### src/rtl/rou_pkg.sv
// Shared roubus definitions for the message output arbiter and its picker.
// Holds cmd encodings, field positions and the message width derivation.
package rou_pkg;

  localparam logic [1:0] CMD_IDLE  = 2'b00;
  localparam logic [1:0] CMD_READ  = 2'b01;
  localparam logic [1:0] CMD_WRITE = 2'b10;

  localparam int CMD_LSB = 0;
  localparam int CMD_W   = 2;

  function automatic int roubus_wid(
    input int dwid,
    input int awid,
    input int bwid,
    input int twid
  );
    return CMD_W + dwid + awid + bwid + twid;
  endfunction

  localparam int ROU_WID = roubus_wid(128, 32, 5, 4);

  typedef enum logic {
    ST_EMPTY = 1'b0,
    ST_FULL  = 1'b1
  } stage_t;

endpackage

### src/rtl/rou_rr_pick.sv
// Combinational rotating-priority picker: search starts just after last.
// Returns a one-hot grant plus its index; reusable for depot allocation.
module rou_rr_pick #(
  parameter int N = 3
) (
  input  logic [N-1:0] elig,
  input  logic [1:0]   last,
  output logic [N-1:0] grant,
  output logic [1:0]   idx,
  output logic         any
);

  always_comb begin
    int p;
    p     = 0;
    grant = '0;
    idx   = '0;
    any   = 1'b0;
    for (int k = 1; k <= N; k++) begin
      p = (int'(last) + k) % N;
      if (!any && elig[p]) begin
        any      = 1'b1;
        grant[p] = 1'b1;
        idx      = 2'(p);
      end
    end
  end

endmodule

### src/rtl/rou_out_arb.sv
// Round-robin arbiter for the shared roubus message output with a
// one-entry registered stage and outstanding-read credit gating.
module rou_out_arb
  import rou_pkg::*;
#(
  parameter int WID    = ROU_WID,
  parameter int NREQ   = 3,
  parameter int MAX_RD = 8,
  parameter int CWID   = 4
) (
  input  logic                clk,
  input  logic                rst_n,
  input  logic [NREQ-1:0]     req_valid,
  input  logic [NREQ*WID-1:0] req_msg,
  output logic [NREQ-1:0]     req_ack,
  output logic [WID-1:0]      msg_out,
  input  logic                msg_out_ack,
  input  logic                rd_done,
  output logic [CWID-1:0]     rd_outstanding,
  output logic [1:0]          grant_idx,
  output logic                rd_underflow
);

  stage_t          state_q, state_d;
  logic [WID-1:0]  msg_q, msg_d;
  logic [1:0]      last_q;
  logic [1:0]      gidx_q;
  logic [CWID-1:0] cnt_q;
  logic            uf_q;

  logic [NREQ-1:0] elig;
  logic [NREQ-1:0] grant;
  logic [1:0]      win_idx;
  logic            any_elig;
  logic [WID-1:0]  win_msg;

  logic            held_read;
  logic [CWID:0]   committed;
  logic            credit_ok;
  logic            take;
  logic            load;
  logic            inc;
  logic            dec;

  // A held read counts against credit until its ack lands in the counter.
  assign held_read = (state_q == ST_FULL) &&
                     (msg_q[CMD_LSB +: CMD_W] == CMD_READ);
  assign committed = {1'b0, cnt_q} + {{CWID{1'b0}}, held_read};
  assign credit_ok = committed < (CWID+1)'(MAX_RD);

  always_comb begin
    logic [1:0] c;
    c    = CMD_IDLE;
    elig = '0;
    for (int i = 0; i < NREQ; i++) begin
      c = req_msg[i*WID+CMD_LSB +: CMD_W];
      elig[i] = req_valid[i] && (c != CMD_IDLE) &&
                ((c != CMD_READ) || credit_ok);
    end
  end

  rou_rr_pick #(
    .N (NREQ)
  ) u_pick (
    .elig  (elig),
    .last  (last_q),
    .grant (grant),
    .idx   (win_idx),
    .any   (any_elig)
  );

  assign win_msg = req_msg[int'(win_idx)*WID +: WID];

  assign take    = (state_q == ST_EMPTY) || msg_out_ack;
  assign load    = take && any_elig;
  assign req_ack = load ? grant : '0;

  always_comb begin
    state_d = state_q;
    msg_d   = msg_q;
    unique case (state_q)
      ST_EMPTY: begin
        if (load) begin
          state_d = ST_FULL;
          msg_d   = win_msg;
        end
      end
      ST_FULL: begin
        if (msg_out_ack) begin
          if (load) begin
            msg_d = win_msg;
          end else begin
            state_d = ST_EMPTY;
            msg_d   = '0;
          end
        end
      end
      default: begin
        state_d = ST_EMPTY;
        msg_d   = '0;
      end
    endcase
  end

  assign inc = msg_out_ack && held_read;
  assign dec = rd_done && (cnt_q != '0);

  always_ff @(posedge clk or negedge rst_n) begin
    if (!rst_n) begin
      state_q <= ST_EMPTY;
      msg_q   <= '0;
      last_q  <= 2'(NREQ-1);
      gidx_q  <= '0;
    end else begin
      state_q <= state_d;
      msg_q   <= msg_d;
      if (load) begin
        last_q <= win_idx;
        gidx_q <= win_idx;
      end
    end
  end

  always_ff @(posedge clk or negedge rst_n) begin
    if (!rst_n) begin
      cnt_q <= '0;
      uf_q  <= 1'b0;
    end else begin
      if (inc && !dec) begin
        cnt_q <= cnt_q + 1'b1;
      end else if (dec && !inc) begin
        cnt_q <= cnt_q - 1'b1;
      end
      if (rd_done && (cnt_q == '0)) begin
        uf_q <= 1'b1;
      end
    end
  end

  assign msg_out        = msg_q;
  assign grant_idx      = gidx_q;
  assign rd_outstanding = cnt_q;
  assign rd_underflow   = uf_q;

endmodule

### config.mk
export PLATFORM = sky130hd
export DESIGN_NAME = rou_out_arb
export DESIGN_NICKNAME = d
export VERILOG_FILES = /design/src/rtl/rou_pkg.sv /design/src/rtl/rou_rr_pick.sv /design/src/rtl/rou_out_arb.sv
export SDC_FILE = /design/constraint.sdc
export NUM_CORES = 1
export LEC_CHECK = 0
export BUFFER_PORTS_ARGS = -buffer_cell sky130_fd_sc_hd__buf_4
export CAP_MARGIN = 20
export CORE_AREA = 2 2 276 278
export DETAILED_ROUTE_END_ITERATION = 8
export DIE_AREA = 0 0 278 280
export GPL_TIMING_DRIVEN = 0
export MAX_ROUTING_LAYER = met4
export PLACE_DENSITY = 0.33
export SLEW_MARGIN = 20
export SYNTH_ARGS = -nofsm -noshare
export SYNTH_HDL_FRONTEND = slang
export SYNTH_SLANG_ARGS = --single-unit
export TNS_END_PERCENT = 30
### constraint.sdc
create_clock -name clk -period 3.9 [get_ports clk]
set_input_delay 0.195 -clock clk [delete_from_list [all_inputs] [get_ports clk]]
set_output_delay 0.195 -clock clk [all_outputs]
set_load 0.02 [all_outputs]
==> flow_summary.json <==
{
  "status": "completed",
  "clock.fmax_mhz": 282,
  "leakage_nw": 8.82,
  "drive_gt1_share_pct": 47.1,
  "slew_viol_final": 0,
  "ioPinCount": 701,
  "startpoint_type": "flip-flop",
  "syn_area_um2": 10700,
  "syn_to_final_growth_pct": 82.1,
  "synth_edf_count": 0,
  "synth.distinct_cells": 52,
  "hold_class": "in -> reg",
  "cp_top_family": "buffers and inverters",
  "gp_congestion": 0.817,
  "cts-buffers-inserted": 17,
  "grt_start_max_net_pins": 84,
  "dr.pass1.iters": 4,
  "r2r_cells": 12,
  "crit_chain": "inv_1 > ha_1 > clkbuf_2 > nand3_1 > nand4_1 > a211oi_4 > and2_1 > clkbuf_1 > clkbuf_1 > nand2_1 > o221ai_1 > dlygate4sd3_1",
  "worst_ir_drop_vdd_uv": 252,
  "slowest_delay_ns": 0.58,
  "crit_type": "reg -> reg",
  "p_per_area_nw_per_um2": 680,
  "initial_core_util_pct": 14.2,
  "wirelength_um": 57800,
  "hold_violations": 0,
  "cts_tree": "done",
  "final.period_utilization_pct": 91.0,
  "cpMaxStageDelayCell": "dlygate4sd3_1",
  "grt_use_total_pct": 15.0,
  "slew_headroom_pct": 58.1,
  "avgSynthCellArea_um2": 11.4,
  "worst-path-buf-inv": 5,
  "grt_setup_unrepaired": "no",
  "top_layer_used": "met4",
  "drc_errors": 0,
  "tightest_slew_ns": 0.629,
  "fin_ws_ns": 0.352,
  "clkTransAtPathRegs_ns": 0.09,
  "insertion_delay_ns": 0.49,
  "crit_path_frequent_cell": "clkbuf_1",
  "die_w_um": 278,
  "cp_data_required_time_ns": 4.32,
  "via_count": 11100,
  "nNetsFinal": 2345,
  "route.met2.wl_um": 30900,
  "grt_pass1_wl_um": 83000,
  "utilization_pct": 25.8,
  "async_flop_share_pct": 100,
  "wl_met3_um": 3390,
  "grt_overflow_total": 0,
  "arrival_ns": 3.96,
  "drtAntennaViolNets": 0,
  "cp-end-kind": "flip-flop",
  "fillers": 8165,
  "routedWlPerCell_um": 20.6,
  "via_per_inst": 3.94,
  "htreeDepth": 4,
  "fp-row-count": 101,
  "synthFlopType": "dfrtp_1",
  "path_depth": 12,
  "final_common_cell": "buf_4",
  "synth_fp_nets": 1461,
  "cts_sinks": 180,
  "setup_viol": 0,
  "path_max_fanout": 10,
  "hpwl_um": 47100,
  "synth_cells": 933,
  "ys_warn_count": 0,
  "die_area_um2": 77800,
  "clk_path_buf_depth": 2,
  "place_area_um2": 17200,
  "holdPathStages": 3,
  "final_cell_mix": "buf_4 (723), dfrtp_1 (179), mux2i_1 (172)",
  "cts_root_buf": "clkbuf_16",
  "drt_iter0_markers": 307,
  "portBuffers": 700,
  "grt_pass1_vias": 12400,
  "ys_ff_latch": 180,
  "finish.instance_area_um2": 19400,
  "fp.dieH_um": 280,
  "antenna_found_initial": 2,
  "maxCapViolCount": 0,
  "core_area_um2": 75200,
  "wl_met1_um": 22600,
  "fin_skew_ns": 0.0164,
  "fin_crit_ns": 3.55,
  "dp_slack_ns": -0.233,
  "seq_area_frac_synth_pct": 42.2
}
==> power by group <==
part / internal [W] / total (W) / leakage [nW] / switching (W)
sequential: 0.00276 / 0.00330 / 2.25 / 0.000543
clock: 0.000869 / 0.00181 / 0.284 / 0.000939
combinational: 0.00354 / 0.00812 / 6.28 / 0.00458
total: 0.00716 / 0.0132 / 8.82 / 0.00606
==> path summary, 6_finish.rpt <==
path	from	end	slack, ns
setup reg to reg	last_q[0]	msg_out[39]	0.35
hold / removal	req_msg[109]	msg_out[109]	0.04
hold reg to reg	msg_out[65]	msg_out[65]	0.49
min in group asynchronous	rst_n	msg_out[44]	0.11
setup / recovery	last_q[0]	msg_out[39]	0.35
max in group asynchronous	rst_n	msg_out[64]	3.00
==> sequential cells by signal, indices dropped and copies added, names as in the netlist <==
| name | flops |
|---|---|
| rd_outstanding | 4 |
| grant_idx | 1 |
| state_q | 1 |
| msg_out | 171 |
| last_q | 2 |
| rd_underflow | 1 |
==> area by class of cell <==
class	instances	area (um^2)	area share (%)
plain buffers	82	457	2.35
clock inverters	13	131	0.676
multi-input cells	615	5510	28.4
clock buffers	19	443	2.28
inverters	56	210	1.08
repair buffers	865	6950	35.7
diodes	1	2.50	0.0129
flip-flops and latches	180	4510	23.2
well taps	978	1220	6.30
==> worst register-to-register path, cell delays in order, from the launching register on <==
cell and delay [ns]:
dfrtp_1 0.52, inv_1 0.11, ha_1 0.32, clkbuf_2 0.20
nand3_1 0.18, nand4_1 0.16, a211oi_4 0.29, and2_1 0.18
clkbuf_1 0.19, clkbuf_1 0.48, nand2_1 0.18, o221ai_1 0.10
dlygate4sd3_1 0.58
==> what timing repair did <==
item	CTS	global route
gates cloned	0	0
gates resized for setup	1	6
hold buffers	162	0
pin swaps	1	0
setup buffers	1	0
endpoints found under the hold margin	307	0
endpoints found under the setup margin	64	24
==> per-stage QoR <==
step           instances  total power, W  TNS [ns]  hold WS [ns]
3_5_place_dp        2613          0.0113     -4.04        0.0427
3_3_place_gp        2611          0.0113     -1.38         0.405
5_1_grt             2809          0.0142         0       0.00939
6_report            2809          0.0132         0        0.0379
2_1_floorplan        933         0.00762         0        -0.101
4_1_cts             2808          0.0135         0      0.000114
==> synth_stat cells, types with 3 or more instances <==
master | instances | area [um^2]
xnor2_1 | 3 | 26.3
clkbuf_1 | 18 | 67.6
a21oi_1 | 5 | 25.0
mux2_1 | 70 | 788
buf_4 | 22 | 165
o21ai_1 | 3 | 15.0
nor2_1 | 5 | 18.8
o221ai_1 | 48 | 420
nor3_1 | 3 | 15.0
nand2b_1 | 7 | 43.8
mux2i_1 | 172 | 1720
dfrtp_1 | 179 | 4480
ha_1 | 7 | 87.6
buf_2 | 38 | 190
or3_1 | 3 | 18.8
a21o_1 | 6 | 45.0
nand2_1 | 58 | 218
nand4_1 | 4 | 25.0
a211oi_1 | 3 | 22.5
o2bb2ai_1 | 123 | 1080
o21ai_0 | 5 | 25.0
inv_1 | 56 | 210
nand3_1 | 5 | 25.0
mux2_2 | 56 | 631
==> kinds of logic (layout without fill, tap and decap cells) <==
family          count (synthesis)  after routing  synth area share [%]
other cells                     0              1                     0
xor+xnor                        4              4                 0.328
buf+inv                       138           1035                  6.18
simple gates                   93             93                  3.94
fa+ha+maj                       8              8                  1.01
mux                           298            298                  29.4
compound gates                212            212                  16.9
flops                         180            180                  42.2
==> per-layer routing <==
layer,vias up,global-route usage [%]
met4,0,3.58
met3,39,3.84
li1,5261,-
met2,377,27.1
met1,5383,16.3
met5,-,-
Note: power is estimated with default switching activity, not from simulation.
